File: src/rtl/bbox_pkg.sv
// bbox_pkg: shared constants for the bounding-box controller.
// FSM encodings, CSR word map and STATUS bit positions.
package bbox_pkg;

  localparam logic [1:0] ST_IDLE = 2'd0;
  localparam logic [1:0] ST_RUN  = 2'd1;
  localparam logic [1:0] ST_DONE = 2'd2;

  localparam logic [1:0] A_CTRL   = 2'd0;
  localparam logic [1:0] A_PIXEL  = 2'd1;
  localparam logic [1:0] A_STATUS = 2'd2;
  localparam logic [1:0] A_RESULT = 2'd3;

  localparam int SB_BUSY  = 0;
  localparam int SB_DONE  = 1;
  localparam int SB_TMO   = 2;
  localparam int SB_RANGE = 3;
  localparam int SB_BWR   = 4;

  typedef struct packed {
    logic bwr;
    logic range;
    logic tmo;
    logic done;
  } flags_t;

endpackage

File: src/rtl/bbox_if.sv
// bbox_if: Avalon-MM CSR slave bundle.
// Fixed read latency 1, zero write wait states.
interface bbox_if;
  logic [1:0]  address;
  logic        read;
  logic        write;
  logic [31:0] writedata;
  logic [31:0] readdata;

  modport master (
    output address, read, write, writedata,
    input  readdata
  );

  modport slave (
    input  address, read, write, writedata,
    output readdata
  );
endinterface

File: src/rtl/bbox_csr.sv
// bbox_csr: CSR file for bbox_ctrl.
// Command decode, sticky W1C status, result latch, read mux.
module bbox_csr
  import bbox_pkg::*;
(
  input  logic        clk,
  input  logic        rst_n,
  bbox_if.slave       avs,
  input  logic        busy,
  input  logic        set_done,
  input  logic        set_tmo,
  input  logic        clr_flags,
  input  logic        set_range,
  input  logic        set_bwr,
  input  logic [31:0] coords,
  output logic        go,
  output logic        abort,
  output logic        pix_wr,
  output logic        irq
);

  logic        irq_en;
  flags_t      f;
  logic [31:0] result;
  logic [31:0] w1c;
  logic [31:0] status;
  logic [31:0] rd_mux;
  logic        wr_ctrl;

  assign wr_ctrl = avs.write && (avs.address == A_CTRL);
  assign pix_wr  = avs.write && (avs.address == A_PIXEL);
  assign abort   = wr_ctrl & avs.writedata[1];
  assign go      = wr_ctrl & avs.writedata[0]
                 & ~avs.writedata[1];
  assign w1c     = (avs.write && avs.address == A_STATUS)
                 ? avs.writedata : 32'd0;

  assign irq = irq_en & (f.done | f.tmo);

  always_comb begin
    status           = '0;
    status[SB_BUSY]  = busy;
    status[SB_DONE]  = f.done;
    status[SB_TMO]   = f.tmo;
    status[SB_RANGE] = f.range;
    status[SB_BWR]   = f.bwr;
  end

  always_comb begin
    rd_mux = '0;
    unique case (avs.address)
      A_CTRL:   rd_mux = {29'd0, irq_en, 2'd0};
      A_PIXEL:  rd_mux = '0;
      A_STATUS: rd_mux = status;
      A_RESULT: rd_mux = result;
    endcase
  end

  // a new event in the same cycle as its W1C keeps the bit set
  always_ff @(posedge clk or negedge rst_n) begin
    if (!rst_n) begin
      irq_en       <= 1'b0;
      f            <= '0;
      result       <= '0;
      avs.readdata <= '0;
    end else begin
      if (wr_ctrl)
        irq_en <= avs.writedata[2];
      f.done  <= ~clr_flags
               & (set_done | (f.done & ~w1c[SB_DONE]));
      f.tmo   <= ~clr_flags
               & (set_tmo | (f.tmo & ~w1c[SB_TMO]));
      f.range <= set_range | (f.range & ~w1c[SB_RANGE]);
      f.bwr   <= set_bwr | (f.bwr & ~w1c[SB_BWR]);
      if (set_done)
        result <= coords;
      if (avs.read)
        avs.readdata <= rd_mux;
    end
  end

endmodule

File: src/rtl/bbox_ctrl.sv
// bbox_ctrl: sequences the bounding-box engine for the host.
// Owns the frame-RAM port, run FSM and cycle timeout.
module bbox_ctrl
  import bbox_pkg::*;
#(
  parameter int PIXELS  = 30000,
  parameter int ADDR_W  = 15,
  parameter int TIMEOUT = 1048576
) (
  input  logic              CLOCK_50,
  input  logic              reset_n,
  bbox_if.slave             avs,
  output logic              ram_we,
  output logic [ADDR_W-1:0] ram_addr,
  output logic [7:0]        ram_wdata,
  input  logic [7:0]        ram_rddata,
  output logic              eng_start,
  input  logic              eng_done,
  input  logic [31:0]       eng_addr,
  output logic [15:0]       eng_rddata,
  input  logic [31:0]       eng_coords,
  output logic              irq
);

  localparam int CW = (TIMEOUT > 1) ? $clog2(TIMEOUT) : 1;
  localparam logic [CW-1:0] LAST = CW'(TIMEOUT - 1);

  logic [1:0]    state;
  logic [CW-1:0] cnt;
  logic          in_run;
  logic          go;
  logic          abort;
  logic          pix_wr;
  logic          pix_in;
  logic          pix_ok;
  logic          start_ev;
  logic          done_ev;
  logic          tmo_ev;
  logic          oob_q;
  logic [23:0]   pix_idx;

  assign in_run   = (state == ST_RUN);
  assign pix_idx  = avs.writedata[23:0];
  assign pix_in   = pix_idx < 24'(PIXELS);
  assign pix_ok   = pix_wr & ~in_run & pix_in;
  assign start_ev = go & ~in_run;
  assign done_ev  = in_run & eng_done & ~abort;
  assign tmo_ev   = in_run & ~eng_done & ~abort
                  & (cnt == LAST);

  bbox_csr u_csr (
    .clk       (CLOCK_50),
    .rst_n     (reset_n),
    .avs       (avs),
    .busy      (in_run),
    .set_done  (done_ev),
    .set_tmo   (tmo_ev),
    .clr_flags (start_ev),
    .set_range (pix_wr & ~in_run & ~pix_in),
    .set_bwr   (pix_wr & in_run),
    .coords    (eng_coords),
    .go        (go),
    .abort     (abort),
    .pix_wr    (pix_wr),
    .irq       (irq)
  );

  always_ff @(posedge CLOCK_50 or negedge reset_n) begin
    if (!reset_n) begin
      state     <= ST_IDLE;
      cnt       <= '0;
      eng_start <= 1'b0;
      oob_q     <= 1'b0;
    end else begin
      eng_start <= start_ev;
      oob_q     <= eng_addr >= 32'(PIXELS);
      if (abort)
        state <= ST_IDLE;
      else if (start_ev) begin
        state <= ST_RUN;
        cnt   <= '0;
      end else if (done_ev | tmo_ev)
        state <= ST_DONE;
      else if (in_run)
        cnt <= cnt + 1'b1;
    end
  end

  always_comb begin
    ram_we    = 1'b0;
    ram_addr  = '0;
    ram_wdata = '0;
    unique case (1'b1)
      in_run: ram_addr = eng_addr[ADDR_W-1:0];
      pix_ok: begin
        ram_we    = 1'b1;
        ram_addr  = pix_idx[ADDR_W-1:0];
        ram_wdata = avs.writedata[31:24];
      end
      default: ;
    endcase
  end

  // oob_q lines up with the RAM's one-cycle read return
  assign eng_rddata = (in_run && !oob_q)
                    ? {8'h00, ram_rddata} : 16'h0000;

endmodule

File: src/flat_wrapper.sv
// flat-port wrapper written by rule: the top's interface ports become plain ports
module bbox_ctrl_flat import bbox_pkg::*;
#(
  parameter int PIXELS  = 30000,
  parameter int ADDR_W  = 15,
  parameter int TIMEOUT = 1048576
)
  (CLOCK_50, reset_n, ram_we, ram_addr, ram_wdata, ram_rddata, eng_start, eng_done, eng_addr, eng_rddata, eng_coords, irq, avs_address, avs_read, avs_write, avs_writedata, avs_readdata);
  bbox_if avs_i ();
  input  logic CLOCK_50;
  input  logic reset_n;
  output logic ram_we;
  output logic [ADDR_W-1:0] ram_addr;
  output logic [7:0] ram_wdata;
  input  logic [7:0] ram_rddata;
  output logic eng_start;
  input  logic eng_done;
  input  logic [31:0] eng_addr;
  output logic [15:0] eng_rddata;
  input  logic [31:0] eng_coords;
  output logic irq;
  input wire logic [$bits(avs_i.address)-1:0] avs_address;
  input wire logic [$bits(avs_i.read)-1:0] avs_read;
  input wire logic [$bits(avs_i.write)-1:0] avs_write;
  input wire logic [$bits(avs_i.writedata)-1:0] avs_writedata;
  output wire logic [$bits(avs_i.readdata)-1:0] avs_readdata;
  assign avs_i.address = avs_address;
  assign avs_i.read = avs_read;
  assign avs_i.write = avs_write;
  assign avs_i.writedata = avs_writedata;
  assign avs_readdata = avs_i.readdata;
  bbox_ctrl #(.PIXELS(PIXELS), .ADDR_W(ADDR_W), .TIMEOUT(TIMEOUT)) u_core (.CLOCK_50(CLOCK_50), .reset_n(reset_n), .avs(avs_i), .ram_we(ram_we), .ram_addr(ram_addr), .ram_wdata(ram_wdata), .ram_rddata(ram_rddata), .eng_start(eng_start), .eng_done(eng_done), .eng_addr(eng_addr), .eng_rddata(eng_rddata), .eng_coords(eng_coords), .irq(irq));
endmodule
File: config.mk
export PLATFORM = sky130hd
export DESIGN_NAME = bbox_ctrl_flat
export DESIGN_NICKNAME = d
export VERILOG_FILES = /design/src/rtl/bbox_pkg.sv /design/src/rtl/bbox_if.sv /design/src/rtl/bbox_csr.sv /design/src/rtl/bbox_ctrl.sv /design/src/flat_wrapper.sv
export SDC_FILE = /design/constraint.sdc
export NUM_CORES = 1
export LEC_CHECK = 0
export ABC_AREA = 1
export CAP_MARGIN = 20
export CORE_UTILIZATION = 40
export DETAILED_ROUTE_END_ITERATION = 6
export PLACE_DENSITY = 0.78
export SLEW_MARGIN = 20
export SYNTH_ARGS = -nofsm -noshare
export SYNTH_HDL_FRONTEND = slang
export SYNTH_SLANG_ARGS = --single-unit
File: constraint.sdc
create_clock -name CLOCK_50 -period 2.1 [get_ports CLOCK_50]
set_clock_uncertainty 0.2 [all_clocks]
set_input_delay 0.63 -clock CLOCK_50 [delete_from_list [all_inputs] [get_ports CLOCK_50]]
set_output_delay 0.63 -clock CLOCK_50 [all_outputs]
set_load 0.02 [all_outputs]
**Word-level counts from Yosys, hierarchy flattened**

Index checks and enable logic that the tools add are counted.

- Flip-flop bits (word level): 93
- Input port bits: 111
- Output and inout bits: 74
- Word-level logic and storage cells: 77

- Bitwise gates (word level): 36
- $lt $le $gt $ge: 2
- Eq/ne operators: 6
- Muxes and demuxes: 12
- Reductions and logical operators: 9
- Add/sub/neg operators: 1

Operators by type and width:

| operator | number |
|---|---|
| one-hot mux 32 bit (4 select lines) | 1 |
| 2-to-1 mux 20 bit | 3 |
| >= comparator 32 x 15 -> 1 bit, second input constant | 1 |
| one-hot mux 15 bit (2 select lines) | 1 |
| < comparator 24 x 15 -> 1 bit, second input constant | 1 |
| adder 20 x 1 -> 20 bit, second input constant | 1 |
| AND 1 bit | 20 |
| == test 20 bit, second input constant | 1 |
| 2-to-1 mux 8 bit | 2 |
| inverter 1 bit | 10 |
| 2-to-1 mux 2 bit | 3 |
| OR 1 bit | 6 |
| 2-to-1 mux 5 bit | 1 |
| == test 2 x 1 -> 1 bit, second input constant | 2 |
| == test 2 bit, second input constant | 2 |
| logical AND 1 bit | 4 |
| AND reduction 3 bit | 1 |
| nonzero test 3 bit | 1 |
| zero test 2 bit | 1 |
| != test 2 x 1 -> 1 bit, second input constant | 1 |
| nonzero test 2 bit | 1 |
| zero test 1 bit | 1 |
| 2-to-1 mux 1 bit | 1 |

**Depth between registers and ports, before layout**

- Depth in word-level cells: 10
- Gate-level depth with buffers: 10
- Mapped depth without buffers: 10

**Cells and area by module**

From an unflattened synthesis, not the netlist that was laid out.

- Cell total of the unflattened synthesis: 664
- Area, all modules: 5051.1 um2

By module, submodules not included:

| module | area each (um2) | instances | cells an instance | sequential area each (um2) |
|---|---|---|---|---|
| bbox_csr | 2900.3 | 1 | 313 | 1726.7 |
| bbox_ctrl | 2150.8 | 1 | 351 | 600.6 |

**Worst setup path after synthesis**

No wires, ideal clock.

- Kind: in2out
- Start: input avs_writedata[17]
- End: output ram_addr[10]
- Stages on the path: 8
- Arrival: 1.860 ns
- Path buffers: 1
- Data required time: 1.270 ns
- Path slack: -0.590 ns
- Cell sequence: nor2_1 nand2_1 nor2_1 inv_1 nor2_1 nand3_1 clkbuf_1 o21ai_0

- Word-level cells in the longest chain between the ends: 3

RTL lines:

| item | RTL line | RTL |
|---|---|---|
| start: declaration | flat_wrapper.sv:25 | `input wire logic [$bits(avs_i.writedata)-1:0] avs_writedata;` |
| < comparator 24 x 15 -> 1 bit | bbox_ctrl.sv:44 | `assign pix_in = pix_idx < 24'(PIXELS);` |
| AND 1 bit | bbox_ctrl.sv:45 | `assign pix_ok = pix_wr & ~in_run & pix_in;` |
| one-hot mux 15 bit (2 select lines) | bbox_ctrl.sv:93 | `unique case (1'b1)` |
| end: declaration | flat_wrapper.sv:13 | `output logic [ADDR_W-1:0] ram_addr;` |

Every way passes these cells.

**Worst setup path in the final report**

- Start: input avs_writedata[7]
- End: output ram_addr[1]

Same word-level chain as after synthesis.

==> results.toml <==
[clock_network]
clk_pin_slew_ns = 0.07
tritoncts = "done"
cts_made_buffers = 9
clkSinkCount = 93
cts_buffer_depth = 2
insertion_delay_ns = 0.34
cts_hold_buf = 0
root_buffer = "clkbuf_16"
htree_levels = 3

[timing]
setup_viol = 32
fin_crit_ns = 2.64
rsz0062_at_grt = "true"
fmax_ghz = 0.378
hold_violations = 0
layout_setup_ws_ns = -0.543
holdWs_ns = 0.0317
finalCritPeriodShare_pct = 126
maxSlewViolCount = 0

[worst_setup_path]
reg2regPathDepth = 10
worst-endpoint-arrival_ns = 1.81
start_kind = "primary input"
r2r-start = "u_core.cnt[0]$_DFFE_PN0P_"
endpoint_kind = "output pin"
required_ns = 1.27
crit_type = "in -> out"
crit_start = "avs_writedata[7]"
crit_fanout = 6

[finish]
syn2layout_area_growth_pct = 62.2
fin_nets = 928
instances_no_fill = 968
post-route-util_pct = 66.5
layout.cells.most_common_list = "nand2_1 (129), dfrtp_1 (92), clkdlybuf4s50_1 (83)"
layout_commonest_cell = "nand2_1"
design_area_mm2 = 0.00796
diodes = 0
drive_gt1_share_pct = 31.8

[power]
peakVddDrop_mv = 0.480
p_leak_nw = 3.72
power.density_mw_per_mm2 = 808

[min_path]
hold_path_class = "in -> async"

[detailed_routing]
drc_errors = 0
num_vias = 4822
postRouteAntennaNets = 0
avgRoutedWirePerCell_um = 16.2
drt_pre_antenna_iters = 4
drtIter0Drc = 262
viasPerCell = 4.98
wl_um = 15600

[grt]
grt_pass1_wl_um = 24900
grt.overflow.total = 0
first_global_vias = 4892
track_usage_pct = 25.2
grt_antenna_before_repair = 0
grt_max_degree = 65

[die]
dieWidth_um = 113
rows = 40
core_area_mm2 = 0.0120
die_h_um = 113
ioPinCount = 185
start_util_pct = 41.0
dieArea_mm2 = 0.0127

[yosys]
ys_seq_area_share_pct = 47.4
synth_ff_type = "dfrtp_1"
synth_top_family_by_area = "simple AND/OR/NAND/NOR gates"
yosysWarnings = 0
synth-edff-count = 0
post_synth_mux_area_share_pct = 7.35
synth_compound_area_share_pct = 10.1
ys_ff_latch = 93
synth_area_per_cell_um2 = 8.46
synthAdderAreaFrac_pct = 0.255
synth_area_leaders = "dfrtp_1 (47%), nand2_1 (10%), mux2_2 (7.3%)"
synth_xor_area_share_pct = 1.79
synthArstFlopShare_pct = 100
synthSimpleGateAreaFrac_pct = 22.6
netlist_area_mm2 = 0.00491
yosys.area.top_type = "dfrtp_1"
syn_inst = 580
synth_top_area_share_pct = 47.4
synth_cell_type_count = 41

[status]
violations = "setup timing"
outcome = "finished with violations"

[place]
placed_area_mm2 = 0.00730
placedCellCount = 924
placement.io_buffers = 176
hpwlAfterDp_um = 11200
pre_cts_slack_ns = -1.45
place.gp.congestion = 0.949

[run]
maxCapViolCount = 0
## layout make-up
cell class,instances,area [µm²]
Clock buffer,9,225
Clock inverter,7,80.1
Fill cell,863,4000
Inverter,79,299
Multi-Input combinational cell,384,2470
Sequential cell,93,2330
Tap cell,147,184
Timing Repair Buffer,249,2370
## per-layer routing
layer / global-route usage [%] / vias up / wire length [µm]
met5: 0 / - / 0
met4: 9.51 / 0 / 448
met3: 4.71 / 40 / 736
met2: 42.3 / 145 / 7760
met1: 32.5 / 2311 / 6700
li1: - / 2326 / -
## sequential cells by signal, summed over array words and instances (netlist names)
name,count
u_core.oob_q,1
u_core.cnt,20
u_core.u_csr.avs.readdata,32
u_core.u_csr.f,4
u_core.u_csr.result,32
u_core.u_csr.irq_en,1
u_core.eng_start,1
u_core.state,2
## synthesized netlist by cell type, drive strengths merged (2+ instances only)
library cell	count
nor2	73
o21ai	33
nand3	29
xor2	8
mux2	32
or2	3
xnor2	2
nand2	139
inv	79
o22ai	27
a31oi	5
buf	20
clkbuf	11
nand4	7
a21oi	4
o21bai	4
dfrtp	93
## where the power goes
part	switching (mW)	internal [mW]
Combinational	1.08	1.09
Sequential	0.335	2.31
Clock	0.775	0.844
Total	2.19	4.24
## per-stage QoR
stage	TNS [ns]	power (mW)
2_1_floorplan	-6.55	3.88
3_3_place_gp	-57.26	4.64
3_5_place_dp	-58.70	4.77
4_1_cts	-16.20	6.42
5_1_grt	-15.67	6.78
6_report	-14.29	6.43
## worst max-delay path: stages
cell           delay, ns
dlygate4sd2_1       0.25
inv_2               0.06
o211ai_1            0.12
nand3_2             0.13
nand3_4             0.14
buf_12              0.19
o21ai_4             0.14
buf_6               0.13
## worst paths after layout
path	slack (ns)	end
min in group CLOCK_50	0.31	u_core.u_csr.result[24]$_DFFE_PN0P_
worst min-delay path	0.03	u_core.u_csr.avs.readdata[26]$_DFFE_PN0P_
worst min register to register	0.31	u_core.u_csr.result[24]$_DFFE_PN0P_
max in group asynchronous	1.13	u_core.cnt[0]$_DFFE_PN0P_
worst max register to register	0.17	u_core.cnt[14]$_DFFE_PN0P_
worst max-delay path	-0.54	ram_addr[1]
## repair_timing
item,4_1_cts,5_1_grt
setup endpoints to repair,103,53
resized for setup,318,48
gates cloned,2,0
pin swaps,19,24
buffers inserted,25,6
## cell families (layout without fill, tap and decap cells)
kind of cell | after synthesis | in the layout
AOI/OAI and AO/OA | 78 | 78
xor gates and xnor gates | 10 | 10
adders and majority gates | 1 | 1
buffers and inverters | 110 | 344
DFF | 93 | 93
muxes | 32 | 32
other | 1 | 8
and+or+nand+nor | 255 | 255
Power figures use the tool's default switching activity.
